**src/rtl/cam_match_scanner_if.sv**
```systemverilog
`default_nettype none
// ============================================================================
// Module   : cam_match_scanner_if
// Purpose  : Bundles every non-clock signal of cam_match_scanner into one
//            interface: request channel, CAM lookup channel, address stream
//            and the per-request summary.
// Modports : slave  - the scanner itself
//            master - the environment (requester, CAM, stream consumer)
// Signals  : req_valid/req_key/req_ready      request handshake
//            lookup_key/match_vec             CAM key out, match bits in
//            out_valid/out_addr/out_last/out_ready  matching-address stream
//            done/hit/min_addr/max_addr/hit_count   per-request summary
// Revision : 1.0 - initial release
// ============================================================================
interface cam_match_scanner_if #(
    parameter int ENTRIES = 8,
    parameter int AW      = 3,
    parameter int DW      = 4,
    parameter int CW      = 4
);
    logic               req_valid;
    logic [DW-1:0]      req_key;
    logic               req_ready;
    logic [DW-1:0]      lookup_key;
    logic [ENTRIES-1:0] match_vec;
    logic               out_valid;
    logic [AW-1:0]      out_addr;
    logic               out_last;
    logic               out_ready;
    logic               done;
    logic               hit;
    logic [AW-1:0]      min_addr;
    logic [AW-1:0]      max_addr;
    logic [CW-1:0]      hit_count;

    modport slave (
        input  req_valid, req_key, match_vec, out_ready,
        output req_ready, lookup_key, out_valid, out_addr, out_last,
               done, hit, min_addr, max_addr, hit_count
    );

    modport master (
        output req_valid, req_key, match_vec, out_ready,
        input  req_ready, lookup_key, out_valid, out_addr, out_last,
               done, hit, min_addr, max_addr, hit_count
    );
endinterface
`default_nettype wire

```
**src/rtl/cam_match_scanner.sv**
```systemverilog
`default_nettype none
// ============================================================================
// Module   : cam_match_scanner
// Purpose  : Accepts a lookup key, drives it to the CAM, snapshots the CAM
//            match vector one cycle later, then streams every matching entry
//            address (lowest first) and closes with a one-cycle done pulse
//            carrying hit / min / max / count.
// Ports    : clk   - rising-edge clock
//            rst_n - asynchronous active-low reset
//            bus   - cam_match_scanner_if.slave (all handshake/data signals)
// Revision : 1.0 - initial release
// ============================================================================
module cam_match_scanner #(
    parameter int ENTRIES = 8,
    parameter int AW      = 3,
    parameter int DW      = 4,
    parameter int CW      = 4
) (
    input  wire logic          clk,
    input  wire logic          rst_n,
    cam_match_scanner_if.slave bus
);

    typedef enum logic [1:0] {
        S_IDLE  = 2'd0,
        S_PROBE = 2'd1,
        S_SCAN  = 2'd2,
        S_DONE  = 2'd3
    } state_t;

    state_t             state_q, state_d;
    logic [DW-1:0]      key_q, key_d;
    logic [ENTRIES-1:0] vec_q, vec_d;
    logic               hit_q, hit_d;
    logic [AW-1:0]      min_q, min_d;
    logic [AW-1:0]      max_q, max_d;
    logic [CW-1:0]      cnt_q, cnt_d;
    // Clears to 0 in reset and sets on the first clock afterwards, so that
    // req_ready stays low throughout reset and rises in the first IDLE cycle.
    logic               init_q;

    logic [AW-1:0]      mv_lo, mv_hi, vq_lo;
    logic [CW-1:0]      mv_cnt;
    logic               vq_last;
    logic               req_ready_w;

    // Priority encoders and popcount on the live CAM match vector.
    always_comb begin
        mv_lo  = '0;
        mv_hi  = '0;
        mv_cnt = '0;
        for (int i = ENTRIES - 1; i >= 0; i--) begin
            if (bus.match_vec[i]) mv_lo = AW'(i);
        end
        for (int i = 0; i < ENTRIES; i++) begin
            if (bus.match_vec[i]) mv_hi = AW'(i);
            mv_cnt = mv_cnt + CW'(bus.match_vec[i]);
        end
    end

    // Lowest remaining address of the snapshot; last when at most one bit
    // remains (SCAN is only entered with a non-zero snapshot).
    always_comb begin
        vq_lo = '0;
        for (int i = ENTRIES - 1; i >= 0; i--) begin
            if (vec_q[i]) vq_lo = AW'(i);
        end
        vq_last = ((vec_q & (vec_q - ENTRIES'(1))) == '0);
    end

    assign req_ready_w = init_q && (state_q == S_IDLE);

    always_comb begin
        state_d       = state_q;
        key_d         = key_q;
        vec_d         = vec_q;
        hit_d         = hit_q;
        min_d         = min_q;
        max_d         = max_q;
        cnt_d         = cnt_q;
        bus.out_valid = 1'b0;
        bus.out_addr  = '0;
        bus.out_last  = 1'b0;
        bus.done      = 1'b0;

        case (state_q)
            S_IDLE: begin
                if (bus.req_valid && req_ready_w) begin
                    key_d   = bus.req_key;
                    state_d = S_PROBE;
                end
            end
            S_PROBE: begin
                vec_d   = bus.match_vec;
                hit_d   = |bus.match_vec;
                min_d   = mv_lo;
                max_d   = mv_hi;
                cnt_d   = mv_cnt;
                state_d = (bus.match_vec == '0) ? S_DONE : S_SCAN;
            end
            S_SCAN: begin
                bus.out_valid = 1'b1;
                bus.out_addr  = vq_lo;
                bus.out_last  = vq_last;
                if (bus.out_ready) begin
                    vec_d = vec_q & ~(ENTRIES'(1) << vq_lo);
                    if (vq_last) state_d = S_DONE;
                end
            end
            S_DONE: begin
                bus.done = 1'b1;
                state_d  = S_IDLE;
            end
            default: state_d = S_IDLE;
        endcase
    end

    always_ff @(posedge clk or negedge rst_n) begin
        if (!rst_n) begin
            state_q <= S_IDLE;
            key_q   <= '0;
            vec_q   <= '0;
            hit_q   <= 1'b0;
            min_q   <= '0;
            max_q   <= '0;
            cnt_q   <= '0;
            init_q  <= 1'b0;
        end else begin
            state_q <= state_d;
            key_q   <= key_d;
            vec_q   <= vec_d;
            hit_q   <= hit_d;
            min_q   <= min_d;
            max_q   <= max_d;
            cnt_q   <= cnt_d;
            init_q  <= 1'b1;
        end
    end

    assign bus.req_ready  = req_ready_w;
    assign bus.lookup_key = key_q;
    assign bus.hit        = hit_q;
    assign bus.min_addr   = min_q;
    assign bus.max_addr   = max_q;
    assign bus.hit_count  = cnt_q;

endmodule
`default_nettype wire

```
**src/flat_wrapper.sv**
```systemverilog
// flat-port wrapper written by rule: the top's interface ports become plain ports
module cam_match_scanner_flat 
#(
    parameter int ENTRIES = 8,
    parameter int AW      = 3,
    parameter int DW      = 4,
    parameter int CW      = 4
)
  (clk, rst_n, bus_req_valid, bus_req_key, bus_match_vec, bus_out_ready, bus_req_ready, bus_lookup_key, bus_out_valid, bus_out_addr, bus_out_last, bus_done, bus_hit, bus_min_addr, bus_max_addr, bus_hit_count);
  cam_match_scanner_if #(.ENTRIES(ENTRIES), .AW(AW), .DW(DW), .CW(CW)) bus_i ();
  input  wire logic clk;
  input  wire logic rst_n;
  input wire logic [$bits(bus_i.req_valid)-1:0] bus_req_valid;
  input wire logic [$bits(bus_i.req_key)-1:0] bus_req_key;
  input wire logic [$bits(bus_i.match_vec)-1:0] bus_match_vec;
  input wire logic [$bits(bus_i.out_ready)-1:0] bus_out_ready;
  output wire logic [$bits(bus_i.req_ready)-1:0] bus_req_ready;
  output wire logic [$bits(bus_i.lookup_key)-1:0] bus_lookup_key;
  output wire logic [$bits(bus_i.out_valid)-1:0] bus_out_valid;
  output wire logic [$bits(bus_i.out_addr)-1:0] bus_out_addr;
  output wire logic [$bits(bus_i.out_last)-1:0] bus_out_last;
  output wire logic [$bits(bus_i.done)-1:0] bus_done;
  output wire logic [$bits(bus_i.hit)-1:0] bus_hit;
  output wire logic [$bits(bus_i.min_addr)-1:0] bus_min_addr;
  output wire logic [$bits(bus_i.max_addr)-1:0] bus_max_addr;
  output wire logic [$bits(bus_i.hit_count)-1:0] bus_hit_count;
  assign bus_i.req_valid = bus_req_valid;
  assign bus_i.req_key = bus_req_key;
  assign bus_i.match_vec = bus_match_vec;
  assign bus_i.out_ready = bus_out_ready;
  assign bus_req_ready = bus_i.req_ready;
  assign bus_lookup_key = bus_i.lookup_key;
  assign bus_out_valid = bus_i.out_valid;
  assign bus_out_addr = bus_i.out_addr;
  assign bus_out_last = bus_i.out_last;
  assign bus_done = bus_i.done;
  assign bus_hit = bus_i.hit;
  assign bus_min_addr = bus_i.min_addr;
  assign bus_max_addr = bus_i.max_addr;
  assign bus_hit_count = bus_i.hit_count;
  cam_match_scanner #(.ENTRIES(ENTRIES), .AW(AW), .DW(DW), .CW(CW)) u_core (.clk(clk), .rst_n(rst_n), .bus(bus_i));
endmodule
```
**config.mk**
```make
export PLATFORM = sky130hd
export DESIGN_NAME = cam_match_scanner_flat
export DESIGN_NICKNAME = d
export VERILOG_FILES = /design/src/rtl/cam_match_scanner_if.sv /design/src/rtl/cam_match_scanner.sv /design/src/flat_wrapper.sv
export SDC_FILE = /design/constraint.sdc
export NUM_CORES = 1
export LEC_CHECK = 0
export CAP_MARGIN = 20
export CORE_UTILIZATION = 51
export DETAILED_ROUTE_END_ITERATION = 8
export GPL_ROUTABILITY_DRIVEN = 0
export PLACE_DENSITY = 0.81
export SETUP_SLACK_MARGIN = 0.1
export SYNTH_ARGS = -nofsm -noshare
export SYNTH_HDL_FRONTEND = slang
export SYNTH_SLANG_ARGS = --single-unit
```
**constraint.sdc**
```tcl
create_clock -name clk -period 4.2 [get_ports clk]
set_input_delay 0.84 -clock clk [delete_from_list [all_inputs] [get_ports clk]]
set_output_delay 0.84 -clock clk [all_outputs]
set_load 0.03 [all_outputs]
```
# After elaboration in Yosys (flattened, before gate mapping)
# Index checks and enable logic that the tools add are counted.
# word_totals
reg_bits	26
in_bits	16
output_inout_bits	22
elab_cells	70
# classes
n_addsub	8
n_eq_ne	6
shift	1
mux	34
bitwise	3
n_reduce_logical	10
# op_table
cell	n
3-bit two-way mux	21
4-bit by 1-bit adder with 4-bit output	6
8-bit AND	2
8-bit logical NOT	2
8-bit case mux with 2 select lines	1
2-bit two-way mux	5
8-bit two-way mux	1
8-bit NOT	1
2-bit case mux with 4 select lines	1
8-bit OR reduction	1
1-bit by 3-bit << shifter with 8-bit output (first input constant)	1
8-bit by 1-bit subtractor with 8-bit output (second input constant)	1
1-bit two-way mux	5
2-bit equality test (second input constant)	2
2-bit != test (second input constant)	2
2-bit AND reduction	2
3-bit AND reduction	1
1-bit by 1-bit adder with 2-bit output	1
2-bit by 1-bit equality test with 1-bit output (second input constant)	1
1-bit logical AND	2
2-bit logical NOT	1
2-bit by 1-bit != test with 1-bit output (second input constant)	1
2-bit nonzero test	1

# Longest topological paths before layout
# depth
depth_word	13
mapped_depth	11
depth_no_buf	11

# Worst setup path before layout
# OpenSTA, ideal clock, no wires.
# synth_timing
path_kind	in2reg
from	in bus_match_vec[0]
to	reg u_core.cnt_q[2], in the netlist u_core.bus.hit_count[2]
setup_ns	0.125
arrival_time_ns	3.074
required_time_ns	4.075
setup_slack_ns	1.001
cell_stages	11
n_path_buf	0
path_cell_list	inv_1 > ha_1 > inv_1 > fa_1 > fa_1 > inv_1 > fa_1 > inv_1 > fa_1 > xnor2_1 > mux2_2
# synth_via
elab_chain_cells	7
# synth_rtl
item	line_no	rtl
start: declaration	flat_wrapper.sv:15	input wire logic [$bits(bus_i.match_vec)-1:0] bus_match_vec;
1-bit by 1-bit adder with 2-bit output	cam_match_scanner.sv:57	mv_cnt = mv_cnt + CW'(bus.match_vec[i]);
4-bit by 1-bit adder with 4-bit output (6 in a row)	cam_match_scanner.sv:57	
end signal: assignment	cam_match_scanner.sv:135	cnt_q <= cnt_d;
end: declaration	cam_match_scanner.sv:37	logic [CW-1:0] cnt_q, cnt_d;
# Every way passes these cells.
# A chain may end at the register's enable or synchronous reset.

# Worst setup path after layout
# layout_timing
from	in bus_match_vec[1]
to	reg u_core.cnt_q[1], in the netlist u_core.bus.hit_count[1]
# Same word-level chain as after synthesis.

==> results.toml <==
[power]
p_leak_nw = 0.901
max-vdd-ir-drop_uv = 400
power.total_mw = 1.55
power_density_mw_per_mm2 = 732

[cts]
cts.hold.buffers_added = 0
clock_sinks = 26
cts_resized = 0
clkSlewWorstSetupHoldPaths_ns = 0.15
cts_tree = "done"
clk_path_buf_depth = 2
cts-buffers-inserted = 3
clock_latency_ns = 0.33
htree_levels = 1
root_buffer = "clkbuf_4"
post-cts-setup-buffers = 0

[global_routing]
grt_pass1_vias = 1420
grt.total_usage_pct = 23.3
grt_pass1_wl_mm = 6.27
antenna_found_initial = 0
overflow = 0
grt_start_max_net_pins = 28

[timing]
finalSetupViolations = 0
rsz0062_at_grt = "false"
finalHoldViolCount = 0
period_needed_ns = 3.58
timing.setup.tns_ns = 0
clock.fmax_ghz = 0.280
fin_crit_sh_pct = 85.1
worstMarginPinSlew_ns = 0.688
drv_slew = 0
slew_headroom_pct = 54.1
clock-skew-final_ns = 0.00341

[worst_setup_path]
end_kind = "register"
critPathMaxStageDelay_ns = 0.57
crit_chain = "clkdlybuf4s50_1 -> inv_1 -> ha_1 -> inv_1 -> fa_1 -> fa_1 -> inv_1 -> fa_1 -> inv_1 -> fa_1 -> mux2i_1"
critPathKind = "in -> reg"
arrival_ns = 3.84
critPathLaunchType = "input port"
required_ns = 4.46
critPathMaxFanout = 6
cp_slowest_cell = "clkdlybuf4s50_1"
r2r-start = "u_core.vec_q[3]"
ff2ff_path_depth = 5
ff2ff_setup_slack_ns = 2.05
r2r_end = "u_core.state_q[1]"

[route]
vias_per_cell = 5.76
wl_per_cell_um = 14.9
totalWireLength_mm = 3.67
dr.pass1.iters = 4
drcViolationCount = 0
vias = 1422
drtAntennaViolNets = 0
drt-initial-drc-count = 50

[synthesis]
synth_area_mm2 = 0.00167
synth_edf_count = 0
async_reset_ff_share_pct = 100
synth_warnings = 0
yosysTopAreaCellShare_pct = 39.0
avgSynthCellArea_um2 = 9.87
ys_seq_area_share_pct = 39.0
yosysTopAreaCell = "dfrtp_1"
synthTopCellsByArea = "dfrtp_1 39%, ha_1 6.0%, mux2i_1 5.4%"
netlist_instances = 169
syn_nets = 197
ys.flop_type = "dfrtp_1"
synth_cell_types = 46
ys_ff_latch = 26

[layout]
final_util_pct = 68.8
final_common_cell = "clkdlybuf4s50_1"
final_nets = 232
final_cell_mix = "37 x clkdlybuf4s50_1, 26 x dfrtp_1, 21 x inv_1"
num_antenna_cells = 0
multi_input_comb_area_um2 = 887
fillCellCount = 249
seq_area_um2 = 651
final_layout_size_suffix_gt1_share_pct = 10.8
areaGrowthSynthToFinish_pct = 26.9

[worst_hold_path]
hold_class = "reg -> reg"
min-delay-start = "u_core.bus.max_addr[1]"
hold_depth = 1
min_to = "u_core.bus.max_addr[1]"

[floorplanning]
die_area_mm2 = 0.00350
die_w_um = 59.2
start_util_pct = 54.2
rows = 20
die_height_um = 59.2
num_io_pins = 38
core_area_mm2 = 0.00308

[place]
dpl.hpwl_mm = 2.68
port_buffers = 37

[flow_run]
drv_cap = 0

[outcome]
status = "completed"
## Yosys cell counts, drive strengths merged (2+ instances only)
library cell and instances:
buf 2, nand2 7, nand2b 2, clkbuf 7
o311ai 2, ha 8, o31ai 2, a211oi 2
o211ai 6, mux2 7, nor2 10, or3 3
o22ai 4, nor3 2, fa 4, nor4 2
dfrtp 26, o21bai 3, nand3 2, o21ai 10
inv 21, or4 2, a21oi 9, o21a 3
mux2i 9
## logic make-up after synthesis
group	Yosys count	synth area share, %
multiplexers	16	10.4
buffers and inverters	30	7.80
AND/OR/NAND/NOR	36	11.7
XOR/XNOR	1	0.525
flip-flops	26	39.0
AO/OA/AOI/OAI	46	19.0
adder cells (fa/ha/maj)	13	11.4
other	1	0.225
## worst max path at each step
stage / startpoint / end / slack [ns] / cells after the start
finish: bus_match_vec[1] / u_core.bus.hit_count[1] / 0.62 / 11
global route: bus_match_vec[1] / u_core.bus.hit_count[2] / 0.49 / 12
CTS: bus_match_vec[1] / u_core.bus.hit_count[1] / 0.62 / 11
detailed placement: bus_match_vec[1] / u_core.bus.hit_count[1] / 0.25 / 11
global placement: bus_match_vec[1] / u_core.bus.hit_count[2] / 0.34 / 12
floorplan: bus_match_vec[0] / u_core.bus.hit_count[2] / 1.00 / 11
## registers in the layout, summed over array words and instances, names as in the netlist
signal and flops:
u_core.bus.min_addr 3, u_core.init_q 1, u_core.bus.hit 1, u_core.vec_q 8
u_core.bus.max_addr 3, u_core.bus.hit_count 4, u_core.bus.lookup_key 4, u_core.state_q 2
## metal layers
metal  track usage [%]  vias to the layer above  share of wire [%]
li1                  -                      658                  -
met1              28.0                      696                 41
met2              40.0                       56                 49
met3              5.02                       12                7.1
met4              9.86                        0                2.7
met5                 0                        -                  0
## where the power goes
| group | internal (mW) | total (mW) | switching (mW) |
|---|---|---|---|
| combinational | 0.414 | 0.896 | 0.481 |
| clock | 0.0966 | 0.175 | 0.0780 |
| sequential | 0.355 | 0.480 | 0.125 |
| total | 0.866 | 1.55 | 0.684 |
## through the flow
step / instance area, um^2 / hold slack (ns) / std cells / setup slack [ns]
final: 2120 / 0.501 / 247 / 0.624
after global routing: 2120 / 0.529 / 247 / 0.486
after global placement: 2050 / 0.464 / 242 / 0.339
after CTS: 2100 / 0.506 / 246 / 0.622
after floorplan: 1670 / 0.544 / 169 / 1.00
after detailed placement: 2050 / 0.471 / 242 / 0.247
## final cells by class
| class | instances | share of cell area [%] |
|---|---|---|
| clock buffers | 3 | 1.06 |
| clock inverters | 1 | 1.42 |
| inverters | 21 | 3.72 |
| multi-input cells | 113 | 41.9 |
| flip-flops and latches | 26 | 30.7 |
| well taps | 44 | 2.60 |
| repair buffers | 39 | 18.6 |
## worst max-delay path, delay by kind of cell
| family | cells | cell delay (ns) |
|---|---|---|
| adders and majority gates | 5 | 2.04 |
| buffers and inverters | 5 | 0.81 |
| muxes | 1 | 0.15 |
(Power assumes the default switching activity.)
